==> src/rtl/alu_op_issuer_if.sv <==
// alu_op_issuer_if: command, unit-drive and response signals of the ALU op issuer.
interface alu_op_issuer_if #(parameter int DATA_WIDTH = 16);
    logic                  cmd_valid;
    logic                  cmd_ready;
    logic [3:0]            cmd_op;
    logic [DATA_WIDTH-1:0] cmd_a;
    logic [DATA_WIDTH-1:0] cmd_b;
    logic [DATA_WIDTH-1:0] alu_in1;
    logic [DATA_WIDTH-1:0] alu_in2;
    logic [1:0]            alu_fun;
    logic [3:0]            unit_en;
    logic [DATA_WIDTH-1:0] unit_out;
    logic                  unit_flag;
    logic                  rsp_valid;
    logic                  rsp_ready;
    logic [DATA_WIDTH-1:0] rsp_data;
    logic                  rsp_err;
    logic                  busy;
    modport master (
        input  cmd_valid, cmd_op, cmd_a, cmd_b, unit_out, unit_flag, rsp_ready,
        output cmd_ready, alu_in1, alu_in2, alu_fun, unit_en, rsp_valid, rsp_data, rsp_err, busy
    );
    modport slave (
        output cmd_valid, cmd_op, cmd_a, cmd_b, unit_out, unit_flag, rsp_ready,
        input  cmd_ready, alu_in1, alu_in2, alu_fun, unit_en, rsp_valid, rsp_data, rsp_err, busy
    );
endinterface

==> src/rtl/alu_op_issuer.sv <==
// alu_op_issuer: issues one ALU op per command to a one-hot unit and returns its result.
module alu_op_issuer #(
    parameter int         DATA_WIDTH  = 16,
    parameter int         TIMEOUT_CYC = 4,
    parameter logic [3:0] UNIT_MASK   = 4'b1111
) (
    input  logic clk,
    input  logic rst_n,
    alu_op_issuer_if.master bus
);
    typedef enum logic [1:0] {IDLE, ISSUE, WAIT, RESP} state_t;
    localparam int CW = $clog2(TIMEOUT_CYC + 1);
    state_t                state, state_d;
    logic [CW-1:0]         cnt, cnt_d;
    logic [DATA_WIDTH-1:0] in1_d, in2_d, data_d;
    logic [1:0]            fun_d;
    logic [3:0]            en_d;
    logic                  err_d, present, timeout, accept, done, fail;
    assign present = UNIT_MASK[bus.cmd_op[3:2]];
    assign timeout = cnt == CW'(TIMEOUT_CYC - 1);
    assign accept  = state == IDLE && bus.cmd_valid;
    assign done    = state == RESP && bus.rsp_ready;
    assign fail    = (accept && !present) || (state == WAIT && !bus.unit_flag && timeout);
    always_ff @(posedge clk or negedge rst_n) begin
        if (!rst_n) begin
            state         <= IDLE;
            cnt           <= '0;
            bus.cmd_ready <= 1'b1;
            bus.unit_en   <= '0;
            bus.alu_in1   <= '0;
            bus.alu_in2   <= '0;
            bus.alu_fun   <= '0;
            bus.rsp_valid <= 1'b0;
            bus.rsp_data  <= '0;
            bus.rsp_err   <= 1'b0;
            bus.busy      <= 1'b0;
        end else begin
            state         <= state_d;
            cnt           <= cnt_d;
            bus.cmd_ready <= state_d == IDLE;
            bus.unit_en   <= en_d;
            bus.alu_in1   <= in1_d;
            bus.alu_in2   <= in2_d;
            bus.alu_fun   <= fun_d;
            bus.rsp_valid <= state_d == RESP;
            bus.rsp_data  <= data_d;
            bus.rsp_err   <= err_d;
            bus.busy      <= state_d != IDLE;
        end
    end
    always_comb begin
        state_d = state;
        case (state)
            IDLE:    if (bus.cmd_valid) state_d = present ? ISSUE : RESP;
            ISSUE:   state_d = WAIT;
            WAIT:    if (bus.unit_flag || timeout) state_d = RESP;
            RESP:    if (bus.rsp_ready) state_d = IDLE;
            default: state_d = IDLE;
        endcase
    end
    // Operands stay on the unit bus from accept until the response is taken.
    always_comb begin
        in1_d  = accept ? bus.cmd_a       : done ? '0 : bus.alu_in1;
        in2_d  = accept ? bus.cmd_b       : done ? '0 : bus.alu_in2;
        fun_d  = accept ? bus.cmd_op[1:0] : done ? '0 : bus.alu_fun;
        en_d   = (accept && present) ? 4'b0001 << bus.cmd_op[3:2] : 4'b0000;
        cnt_d  = state == WAIT ? cnt + 1'b1 : '0;
        data_d = (state == WAIT && bus.unit_flag) ? bus.unit_out : fail ? '0 : bus.rsp_data;
        err_d  = (state == WAIT && bus.unit_flag) ? 1'b0 : fail ? 1'b1 : bus.rsp_err;
    end
endmodule

==> src/flat_wrapper.sv <==
// flat-port wrapper written by rule: the top's interface ports become plain ports
module alu_op_issuer_flat 
#(
    parameter int         DATA_WIDTH  = 16,
    parameter int         TIMEOUT_CYC = 4,
    parameter logic [3:0] UNIT_MASK   = 4'b1111
)
  (clk, rst_n, bus_cmd_valid, bus_cmd_op, bus_cmd_a, bus_cmd_b, bus_unit_out, bus_unit_flag, bus_rsp_ready, bus_cmd_ready, bus_alu_in1, bus_alu_in2, bus_alu_fun, bus_unit_en, bus_rsp_valid, bus_rsp_data, bus_rsp_err, bus_busy);
  alu_op_issuer_if #(.DATA_WIDTH(DATA_WIDTH)) bus_i ();
  input  logic clk;
  input  logic rst_n;
  input wire logic [$bits(bus_i.cmd_valid)-1:0] bus_cmd_valid;
  input wire logic [$bits(bus_i.cmd_op)-1:0] bus_cmd_op;
  input wire logic [$bits(bus_i.cmd_a)-1:0] bus_cmd_a;
  input wire logic [$bits(bus_i.cmd_b)-1:0] bus_cmd_b;
  input wire logic [$bits(bus_i.unit_out)-1:0] bus_unit_out;
  input wire logic [$bits(bus_i.unit_flag)-1:0] bus_unit_flag;
  input wire logic [$bits(bus_i.rsp_ready)-1:0] bus_rsp_ready;
  output wire logic [$bits(bus_i.cmd_ready)-1:0] bus_cmd_ready;
  output wire logic [$bits(bus_i.alu_in1)-1:0] bus_alu_in1;
  output wire logic [$bits(bus_i.alu_in2)-1:0] bus_alu_in2;
  output wire logic [$bits(bus_i.alu_fun)-1:0] bus_alu_fun;
  output wire logic [$bits(bus_i.unit_en)-1:0] bus_unit_en;
  output wire logic [$bits(bus_i.rsp_valid)-1:0] bus_rsp_valid;
  output wire logic [$bits(bus_i.rsp_data)-1:0] bus_rsp_data;
  output wire logic [$bits(bus_i.rsp_err)-1:0] bus_rsp_err;
  output wire logic [$bits(bus_i.busy)-1:0] bus_busy;
  assign bus_i.cmd_valid = bus_cmd_valid;
  assign bus_i.cmd_op = bus_cmd_op;
  assign bus_i.cmd_a = bus_cmd_a;
  assign bus_i.cmd_b = bus_cmd_b;
  assign bus_i.unit_out = bus_unit_out;
  assign bus_i.unit_flag = bus_unit_flag;
  assign bus_i.rsp_ready = bus_rsp_ready;
  assign bus_cmd_ready = bus_i.cmd_ready;
  assign bus_alu_in1 = bus_i.alu_in1;
  assign bus_alu_in2 = bus_i.alu_in2;
  assign bus_alu_fun = bus_i.alu_fun;
  assign bus_unit_en = bus_i.unit_en;
  assign bus_rsp_valid = bus_i.rsp_valid;
  assign bus_rsp_data = bus_i.rsp_data;
  assign bus_rsp_err = bus_i.rsp_err;
  assign bus_busy = bus_i.busy;
  alu_op_issuer #(.DATA_WIDTH(DATA_WIDTH), .TIMEOUT_CYC(TIMEOUT_CYC), .UNIT_MASK(UNIT_MASK)) u_core (.clk(clk), .rst_n(rst_n), .bus(bus_i));
endmodule
==> config.mk <==
export PLATFORM = sky130hd
export DESIGN_NAME = alu_op_issuer_flat
export DESIGN_NICKNAME = d
export VERILOG_FILES = /design/src/rtl/alu_op_issuer_if.sv /design/src/rtl/alu_op_issuer.sv /design/src/flat_wrapper.sv
export SDC_FILE = /design/constraint.sdc
export NUM_CORES = 1
export LEC_CHECK = 0
export CORE_MARGIN = 5
export CORE_UTILIZATION = 31
export CTS_CLUSTER_SIZE = 30
export DETAILED_ROUTE_END_ITERATION = 16
export DONT_BUFFER_PORTS = 1
export PLACE_DENSITY = 0.48
export SLEW_MARGIN = 20
export SYNTH_ARGS = -nofsm -noshare
export SYNTH_HDL_FRONTEND = slang
export SYNTH_SLANG_ARGS = --single-unit
==> constraint.sdc <==
create_clock -name clk -period 1.6 [get_ports clk]
set_input_delay 0.24 -clock clk [delete_from_list [all_inputs] [get_ports clk]]
set_output_delay 0.24 -clock clk [all_outputs]
set_load 0.01 [all_outputs]
### Yosys cells after proc, flatten, opt, wreduce, memory -nomap -nowiden

Index checks and enable logic that the tools add are counted.

* register bits: 63
* input port bits: 57
* output and inout port bits: 58
* logic and storage cells: 53

* add/sub/neg operators: 1
* magnitude comparators: 1
* eq/ne operators: 5
* shift-type cells: 1
* mux-type cells: 18
* reductions and logical operators: 16

Operators with widths (number)
* 16-bit 2-to-1 mux: 5
* 2-bit 2-to-1 mux: 6
* 2-bit case mux with 4 select lines: 1
* 1-bit logical AND: 7
* 2-bit == test, second input constant: 3
* 2-bit nonzero test: 3
* 2-bit logical NOT: 2
* 4-bit 2-to-1 mux: 1
* 1-bit by 2-bit << shifter with 4-bit output, first input constant: 1
* 3-bit by 1-bit adder with 3-bit output, second input constant: 1
* 3-bit by 2-bit == test with 1-bit output, second input constant: 1
* 2-bit by 3-bit less-than comparator with 1-bit output, second input constant: 1
* 1-bit 2-to-1 mux: 3
* 3-bit 2-to-1 mux: 1
* 1-bit binary-select mux with 2-bit select: 1
* 2-bit by 1-bit == test with 1-bit output, second input constant: 1
* 1-bit logical NOT: 2
* 1-bit logical OR: 2

### Depth between registers and ports, before layout

Gate-level depths: netlist of the first run.

* word-level depth: 7
* mapped depth: 5
* depth with buffers taken out: 5

### Worst setup path before layout of the first run

Ideal clock, no wire load.

* kind: flip-flop to flip-flop
* start: register u_core.cnt[0]
* end: register u_core.bus.rsp_data[10]
* setup time: 0.065 ns
* arrival: 1.342 ns
* required time: 1.535 ns
* setup slack: 0.193 ns
* stages on the path, launching flop included: 6
* buffers on the path: 1
* clock period less this slack: 1.407 ns
* cells stage by stage: dfrtp_1 ha_1 ha_1 o21ai_2 buf_2 a22o_1

* word-level cells in the longest chain between the ends: 4

RTL lines
* from (decl): line alu_op_issuer.sv:14 `logic [CW-1:0] cnt, cnt_d;`
* from (signal assigned): line alu_op_issuer.sv:39 `cnt <= cnt_d;`
* 3-bit by 2-bit == test with 1-bit output: line alu_op_issuer.sv:20 `assign timeout = cnt == CW'(TIMEOUT_CYC - 1);`
* 1-bit logical AND: line alu_op_issuer.sv:23 `assign fail = (accept && !present) || (state == WAIT && !bus.unit_flag && timeout);`
* 1-bit logical OR: line alu_op_issuer.sv:23
* 2-bit nonzero test (no source line)
* to (signal assigned): line alu_op_issuer.sv:46 `bus.rsp_data <= data_d;`
* to (decl): line alu_op_issuer_if.sv:21 `output cmd_ready, alu_in1, alu_in2, alu_fun, unit_en, rsp_valid, rsp_data, rsp_err, busy`

Every way passes these cells.
A chain may end at the register's enable or synchronous reset.

### Final worst setup path of the first run

* start: register u_core.state[0]
* end: register u_core.bus.alu_in1[4]

* word-level cells in the longest chain between the ends: 3
* elaborated cells on any way between the ends: 6
* classes of those cells: 1 x eq/ne; 1 x mux; 4 x reduce/logical

RTL lines
* from (decl): line alu_op_issuer.sv:13 `state_t state, state_d;`
* from (signal assigned): line alu_op_issuer.sv:38 `state <= state_d;`
* 2-bit == test or 2-bit logical NOT (tied branches): line alu_op_issuer.sv:22, alu_op_issuer.sv:21
* 1-bit logical AND, on equally long branches: line alu_op_issuer.sv:22, alu_op_issuer.sv:21
* 2-bit nonzero test (no source line) or 16-bit 2-to-1 mux (tied branches)
* to (signal assigned): line alu_op_issuer.sv:42 `bus.alu_in1 <= in1_d;`
* to (decl): line alu_op_issuer_if.sv:21

Parallel ways exist; a longest one is shown, timed or not.

==> results of run 1 <==
-- cell usage after synthesis (all sizes together) --
library cell   n
a21oi          2
a22o          16
and2           3
and4           1
buf           13
clkbuf         6
dfrtp         62
dfstp          1
ha             2
inv           35
nand2          2
nand2b         2
nor2           4
nor2b          2
nor3           2
nor3b          3
o21ai         35
o221a         34
o31a           1
o31ai          1
-- cells by family after synthesis --
| family | synth area share [%] |
|---|---|
| buf+inv | 9.087 |
| compound gates | 27.12 |
| fa+ha+maj | 0.9318 |
| simple gates | 4.101 |
| flops | 58.76 |
-- final cells by class --
class / instances / area share, %
Tap cell: 108 / 4.478
Clock buffer: 10 / 4.561
Clock inverter: 6 / 1.990
Multi-Input combinational cell: 110 / 28.69
Sequential cell: 63 / 52.28
Inverter: 35 / 4.353
Timing Repair Buffer: 12 / 3.648
-- routing by layer --
| layer | global-route usage, % | vias to the layer above | share of wire, % |
|---|---|---|---|
| li1 | - | 825 | - |
| met1 | 15.60 | 868 | 45 |
| met2 | 18.55 | 94 | 43 |
| met3 | 5.616 | 6 | 12 |
| met4 | 5.677 | 0 | 0.97 |
| met5 | 0 | - | 0 |
-- worst paths after layout --
check / from / end / cells after the start
max: u_core.state[0] / u_core.bus.alu_in1[4] / 4
min: rst_n / u_core.bus.alu_in1[10] / 0
max reg2reg: u_core.state[0] / u_core.bus.alu_in1[4] / 4
min reg2reg: u_core.cnt[0] / u_core.cnt[0] / 1
max in group asynchronous: rst_n / u_core.bus.cmd_ready / 0
min in group clk: bus_unit_out[2] / u_core.bus.rsp_data[2] / 1
-- per-stage QoR --
step	cells	power, W
floorplan	227	0.004461
global placement	325	0.004916
detailed placement	325	0.004940
CTS	344	0.006377
global route	344	0.006758
finish	344	0.006260
-- report_power, final --
| group | internal [W] | switching (W) | total [W] |
|---|---|---|---|
| logic | 0.000902 | 0.000844 | 0.00175 |
| clock network | 0.000753 | 0.000618 | 0.00137 |
| registers | 0.00226 | 0.000879 | 0.00314 |
-- registers in the layout, indices dropped and copies added, names as in the netlist --
signal / flops
u_core.bus.alu_in1: 16
u_core.bus.alu_in2: 16
u_core.bus.rsp_data: 16
u_core.bus.unit_en: 4
u_core.cnt: 3
u_core.bus.alu_fun: 2
u_core.state: 2
u_core.bus.busy: 1
u_core.bus.cmd_ready: 1
u_core.bus.rsp_err: 1
u_core.bus.rsp_valid: 1
-- worst register-to-register path, stage by stage, from the launching register on --
cell and delay (ns):
dfrtp_1 0.47, nor2_1 0.20, nand2_1 0.10, buf_4 0.25
o221a_2 0.29
==> results.ini, run 1 <==
[floorplan]
rows = 34
coreArea_um2 = 8593
die_y_um = 103.1
die_area_um2 = 10620
start_util_pct = 31.25
die_w_um = 103.1
io_pins = 115

[yosys]
ys_warn_count = 0
synth_area_um2 = 2685
synth_largest_area_cell = dfrtp_1
synth_nets = 286
netlist-cell-type-count = 25
synthCells = 227
avgSynthCellArea_um2 = 11.83
synth_area_leaders = dfrtp_1 (58%), o221a_2 (13%), o21ai_0 (6.2%)
ys_ff_latch = 63
synth_top_area_share_pct = 57.78
ys_seq_area_share_pct = 58.76

[timing]
worstMarginPinSlew_ns = 0.3623
drv_slew = 0
worst_slack_ns = 0.1716
fmax_mhz = 700.1
final.period_utilization_pct = 89.27
skew_ns = 0.008701
min_period_ns = 1.428
hold_viol = 63
finalSetupTns_ns = 0
whs_ns = -0.4014
rsz0062_at_grt = no
setup_viol = 0
relSlewSlack_pct = 75.80

[route]
drc = 0
routed_wl_um = 6495
drtIter0Drc = 104
first_pass_iters = 4
vias_per_cell = 5.212
detail-route-antenna-nets = 0
drt-wirelength-per-cell_um = 18.88
vias = 1793

[finish]
nFillCells = 860
fin_area_um2 = 3018
nNetsFinal = 290
multiInputGateArea_um2 = 865.8
drive_gt1_share_pct = 25.00
ff_latch_area_um2 = 1578
antenna_cells = 0
final_util_pct = 35.12
final_common_cell = dfrtp_1
synthToLayoutAreaGrowth_pct = 12.39
final_cell_mix = dfrtp_1 (62), inv_1 (35), o21ai_0 (33)

[global_route]
grt_pass1_vias = 1845
grt_pass1_wl_um = 9936
grt_util_all_layers_pct = 12.50
grt_max_degree = 64
antenna_found_initial = 0
grt_overflow_total = 0

[worst_setup_path]
end_kind = register
crit_chain = nor2_1, nand2_1, buf_4, o221a_2
path_class = reg -> reg
crit_buf_inv = 1
cp_max_fo = 29
cp_slowest_cell = dfrtp_1
max_stage_delay_ns = 0.47
worst_ep_arrival_time_ns = 1.64
reg2reg_slack_ns = 0.17
crit_family = flip-flops
critPathLaunchType = register
cp.required_ns = 1.81

[clocking]
cts_buffers = 9
post-cts-setup-buffer-count = 0
clk_latency_ns = 0.33
clk_pin_slew_ns = 0.07
cts_tree = built
ctsHoldBuffers = 3
cts_buffer_depth = 2
h-tree-depth = 3
root_buffer = clkbuf_8
post_cts_resized = 0
cts.sinks = 63

[place]
io_buffers = 0
gp_congestion = 0.6613
placed_cell_area_um2 = 2790
place_hpwl_um = 4150
place_ws_ns = 0.1745

[pwr]
powerDensity_nw_per_um2 = 2074
p_leak_nw = 1.338
ir_drop_mv = 0.5442

[job]
max-cap-violations = 0

[status]
status = finished with violations
violations = hold timing

[min_path]
worstHoldPathType = in -> async

Power figures use the tool's default switching activity.
==> run 2, diff against run 1 <==
CORE_MARGIN = 2   (was 5)
==> results.ini, run 2 (synthesis results as in run 1) <==
[timing]
skew_ns = 0.01203  ; +0.003326 ns
relSlewSlack_pct = 81.30  ; +5.5 points
finalSetupTns_ns = 0  ; unchanged
min_period_ns = 1.378  ; -0.05004 ns
final.period_utilization_pct = 86.14  ; -3.1 points
hold_viol = 63  ; unchanged
worstMarginPinSlew_ns = 0.2781  ; -0.08418 ns
fmax_mhz = 725.5  ; +3.6%
whs_ns = -0.4154  ; -0.01398 ns
rsz0062_at_grt = no
setup_viol = 0  ; unchanged
drv_slew = 0  ; unchanged

[clocking]
root_buffer = clkbuf_8
post-cts-setup-buffer-count = 0  ; unchanged
cts_buffers = 9  ; unchanged
cts_buffer_depth = 2  ; unchanged
h-tree-depth = 3  ; unchanged
clk_pin_slew_ns = 0.08  ; about the same
cts.sinks = 63  ; unchanged
cts_tree = built
clk_latency_ns = 0.35  ; +0.02 ns

[floorplan]
die_area_um2 = 9422  ; -11%
coreArea_um2 = 8299  ; -3.4%
die_y_um = 97.07  ; -5.8%
rows = 33  ; -2.9%
die_w_um = 97.07  ; -5.8%
io_pins = 115  ; unchanged
start_util_pct = 32.35  ; +1.1 points

[worst_setup_path]
end_kind = register
crit_family = flip-flops
cp.required_ns = 1.83  ; +0.02 ns
crit_chain = nor2_1, nand2_1, buf_4, o221a_2
path_class = reg -> reg
max_stage_delay_ns = 0.48  ; about the same
worst_ep_arrival_time_ns = 1.61  ; -0.03 ns
crit_buf_inv = 1  ; unchanged
critPathLaunchType = register
cp_slowest_cell = dfrtp_1
cp_max_fo = 24  ; -17%

[finish]
final_common_cell = dfrtp_1
top_regs = u_core.bus.alu_in1: 16 flops, u_core.bus.alu_in2: 16 flops, u_core.bus.rsp_data: 16 flops
multiInputGateArea_um2 = 870.8  ; +0.58%
ff_latch_area_um2 = 1578  ; unchanged
nNetsFinal = 292  ; +0.69%
nFillCells = 797  ; -7.3%
antenna_cells = 0  ; unchanged
final_cell_mix = dfrtp_1 (62), inv_1 (35), o21ai_0 (33)
synthToLayoutAreaGrowth_pct = 12.77
drive_gt1_share_pct = 24.79  ; -0.21 points

[status]
violations = hold timing
status = finished with violations

[route]
vias_per_cell = 5.338  ; +2.4%
routed_wl_um = 6202  ; -4.5%
detail-route-antenna-nets = 0  ; unchanged
drtIter0Drc = 128  ; +23%
drc = 0  ; unchanged
first_pass_iters = 4  ; unchanged
drt-wirelength-per-cell_um = 18.08  ; -4.2%
vias = 1831  ; +2.1%

[global_route]
grt_pass1_vias = 1806  ; -2.1%
grt_max_degree = 64  ; unchanged
grt_util_all_layers_pct = 13.82  ; +1.3 points
grt_pass1_wl_um = 10050  ; +1.2%
antenna_found_initial = 0  ; unchanged
grt_overflow_total = 0  ; unchanged

[job]
max-cap-violations = 0  ; unchanged

[pwr]
powerDensity_nw_per_um2 = 2070  ; -0.22%
p_total_w = 0.006267  ; +0.11%
p_leak_nw = 1.349  ; +0.81%
ir_drop_mv = 0.6509  ; +20%

[place]
io_buffers = 0  ; unchanged
place_hpwl_um = 4044  ; -2.6%
gp_congestion = 0.7032  ; +6.3%

[min_path]
worstHoldPathType = in -> async

## run 2: worst paths after layout
check / startpoint / end / slack (ns) / depth (start not counted)
max: u_core.state[0] / u_core.bus.alu_in1[6] / 0.22 / 4
min: rst_n / u_core.bus.busy / -0.42 / 0
max reg2reg: u_core.state[0] / u_core.bus.alu_in1[6] / 0.22 / 4
min reg2reg: u_core.cnt[0] / u_core.cnt[0] / 0.43 / 1
max in group asynchronous: rst_n / u_core.bus.cmd_ready / 1.82 / 0
min in group clk: bus_unit_out[13] / u_core.bus.rsp_data[13] / 0.04 / 1
## run 2: area by class of cell
cell class / count / share of cell area (%)
Inverter: 35 / 4.339
Multi-Input combinational cell: 110 / 28.76
Clock inverter: 6 / 2.025
Clock buffer: 10 / 4.215
Sequential cell: 63 / 52.11
Tap cell: 105 / 4.339
Timing Repair Buffer: 14 / 4.215
## run 2: repair_timing
action / CTS / global route
hold buffers: 3 / 1
resized for setup: 0 / 0
endpoints found under the hold margin: 67 / 64
endpoints found under the setup margin: 0 / 0
## run 2: power by group
part	switching [W]	internal, W
clock	0.000636	0.000714
combinational	0.000843	0.000923
sequential	0.000886	0.00226
## run 2: metal layers
layer | vias up | GRT usage [%] | wire length, µm
met4 | 0 | 4.875 | 93
met5 | - | 0 | 0
met2 | 99 | 18.96 | 2630
met3 | 10 | 8.345 | 695
met1 | 890 | 17.83 | 2782
li1 | 832 | - | -
## run 2: stage by stage
stage          utilization [%]  cell area [µm²]  worst slack [ns]  hold slack, ns  instances
6_report                 36.48             3028            0.2217         -0.4154        343
5_1_grt                  36.48             3028           0.09981         -0.4581        343
4_1_cts                  36.36             3018            0.2132         -0.4387        342
3_5_place_dp             33.73             2799            0.2186        -0.05300        323
3_3_place_gp             33.73             2799            0.2489        -0.05317        323
2_1_floorplan                -             2685            0.1927        -0.05559        227
==> run 3, diff against run 2 <==
ABC_CLOCK_PERIOD_IN_PS = 1120   (was default)
HOLD_SLACK_MARGIN = 0.08   (was default)
PLACE_DENSITY = 0.49   (was 0.48)
clock period = 1.12 ns   (was 1.6 ns; I/O delays follow)
==> results.ini, run 3 (synthesis results as in run 1) <==
[job]
max-cap-violations = 0  ; unchanged

[pwr]
p_sw_share_pct = 36.70  ; -1.0 points
power.switching_w = 0.003946  ; +67%
p_leak_nw = 1.797  ; +33%
combPwrFrac_pct = 36.3  ; +8.1 points
ir_drop_mv = 1.091  ; +68%
powerDensity_nw_per_um2 = 2690  ; +30%
pwr-share-clk_pct = 21.0  ; -0.5 points
seqPwrFrac_pct = 42.7  ; -7.6 points
intPower_w = 0.006807  ; +74%

[floorplan]
start_util_pct = 32.35  ; unchanged
rows = 33  ; unchanged
die_y_um = 97.07  ; unchanged
coreArea_um2 = 8299  ; unchanged
die_area_um2 = 9422  ; unchanged
die_w_um = 97.07  ; unchanged
io_pins = 115  ; unchanged

[timing]
worstMarginPinSlew_ns = 0.2347  ; -0.04341 ns
hold_viol = 63  ; unchanged
worst_slack_ns = -0.1327  ; -0.3544 ns
skew_ns = 0.004034  ; -0.007993 ns
fmax_mhz = 798.3  ; +10%
rsz0062_at_grt = yes
relSlewSlack_pct = 84.35  ; +3.1 points
setup_viol = 52  ; +52
whs_ns = -0.4786  ; -0.06317 ns
min_period_ns = 1.253  ; -0.1256 ns
drv_slew = 0  ; unchanged
final.period_utilization_pct = 111.8  ; +26 points

[route]
routed_wl_um = 7309  ; +18%
routed-wl-met2_um = 3479  ; +32%
drtIter0Drc = 64  ; -50%
highest_layer = met4
vias = 2043  ; +12%
detail-route-antenna-nets = 0  ; unchanged
wl_met1_um = 3203  ; +15%
vias_per_cell = 5.082  ; -4.8%
drt-wirelength-per-cell_um = 18.18  ; +0.55%
drc = 0  ; unchanged
wl_met3_um = 516  ; -26%
first_pass_iters = 4  ; unchanged

[finish]
nFillCells = 726  ; -8.9%
synthToLayoutAreaGrowth_pct = 48.88
final_common_cell = dfrtp_1
top_regs = u_core.bus.alu_in1: 16 flops, u_core.bus.alu_in2: 16 flops, u_core.bus.rsp_data: 16 flops
drive_gt1_share_pct = 32.32  ; +7.5 points
final_cell_mix = dfrtp_1 (60), dlygate4sd3_1 (54), inv_1 (35)
antenna_cells = 0  ; unchanged
final_util_pct = 48.17  ; +12 points
fin_area_um2 = 3998  ; +32%
nNetsFinal = 351  ; +20%

[clocking]
cts_buffer_depth = 2  ; unchanged
cts_buffers = 9  ; unchanged
cts.sinks = 63  ; unchanged
cts_tree = built
root_buffer = clkbuf_8
clk_pin_slew_ns = 0.07  ; about the same
clk_latency_ns = 0.33  ; -0.02 ns
h-tree-depth = 3  ; unchanged

[worst_setup_path]
crit_buf_inv = 1  ; unchanged
ff2ff_path_depth = 5  ; +1
path_class = reg -> reg
worst_ep_arrival_time_ns = 1.52  ; -0.09 ns
critPathLaunchType = register
path_depth = 5  ; +1
crit_chain = ha_2, ha_4, o21ai_4, buf_12, a22o_1
crit_family = flip-flops
end_kind = register
cp_slowest_cell = dfrtp_1
cp.required_ns = 1.39  ; -0.44 ns
cp_max_fo = 16  ; -33%
max_stage_delay_ns = 0.38  ; -0.10 ns

[global_route]
grt_pass1_vias = 2129  ; +18%
grt_util_all_layers_pct = 15.73  ; +1.9 points
antenna_found_initial = 0  ; unchanged
grt_max_degree = 64  ; unchanged
grt_overflow_total = 0  ; unchanged
grt_pass1_wl_um = 11640  ; +16%

[place]
io_buffers = 0  ; unchanged
placed_cell_area_um2 = 3129  ; +12%
place_ws_ns = -0.1571  ; -0.3757 ns
place_hpwl_um = 4147  ; +2.5%
gp_congestion = 0.6671  ; -5.1%

[status]
violations = hold timing, setup timing
status = finished with violations

[min_path]
worstHoldPathType = in -> async

## run 3: cell count changes in the layout (fill, tap and decap cells not counted), sizes merged
cell / change
and2: +1
buf: +7
clkinv: -3
clkinvlp: -1
bufinv: +1
dlygate4sd3: +50
clkbuf: +4
## run 3: final cells by class
type / instances / area [µm²] / share of cell area (%)
flip-flops and latches: 63 / 1580 / 39.53
inverters: 35 / 131.4 / 3.286
repair buffers: 72 / 775.7 / 19.41
clock inverters: 3 / 65.06 / 1.628
multi-input cells: 111 / 1155 / 28.89
clock buffers: 13 / 158.9 / 3.975
well taps: 105 / 131.4 / 3.286
## run 3: what timing repair did
item / CTS / global route
buffers inserted: 1 / 1
gates resized for setup: 5 / 14
gates cloned: 0 / 2
setup endpoints to repair: 57 / 57
pin swaps: 1 / 3
endpoints found under the hold margin: 119 / 64
hold buffers: 53 / 1
## run 3: power groups by stage
| stage | logic (W) | clock network (W) | registers (W) |
|---|---|---|---|
| final | 0.00391 | 0.00225 | 0.00459 |
| after global placement | 0.00345 | 0 | 0.00461 |
| after global routing | 0.00431 | 0.00244 | 0.00474 |
| after floorplan | 0.00288 | 0 | 0.00435 |
| after CTS | 0.00374 | 0.00233 | 0.00458 |
| after detailed placement | 0.00352 | 0 | 0.00459 |
## run 3: metrics by stage
step	instances	power [W]	TNS, ns
finish	402	0.01075	-5.065
global route	402	0.01150	-8.198
CTS	398	0.01064	-5.833
detailed placement	328	0.008104	-5.998
global placement	328	0.008059	-5.420
floorplan	227	0.007233	-4.380
## run 3: worst paths after layout
check | from | slack, ns | end
worst min register to register | u_core.cnt[0] | 0.44 | u_core.cnt[0]
min in group clk | bus_cmd_valid | 0.15 | u_core.bus.unit_en[0]
max in group asynchronous | rst_n | 1.41 | u_core.bus.cmd_ready
worst max register to register | u_core.cnt[0] | -0.13 | u_core.bus.rsp_data[15]
worst min-delay path | rst_n | -0.48 | u_core.bus.rsp_data[3]
worst max-delay path | u_core.cnt[0] | -0.13 | u_core.bus.rsp_data[15]
## run 3: layer usage
metal	track usage, %	vias to the layer above
li1	-	954
met1	20.57	988
met2	24.41	90
met3	5.324	11
met4	5.525	0
met5	0	-
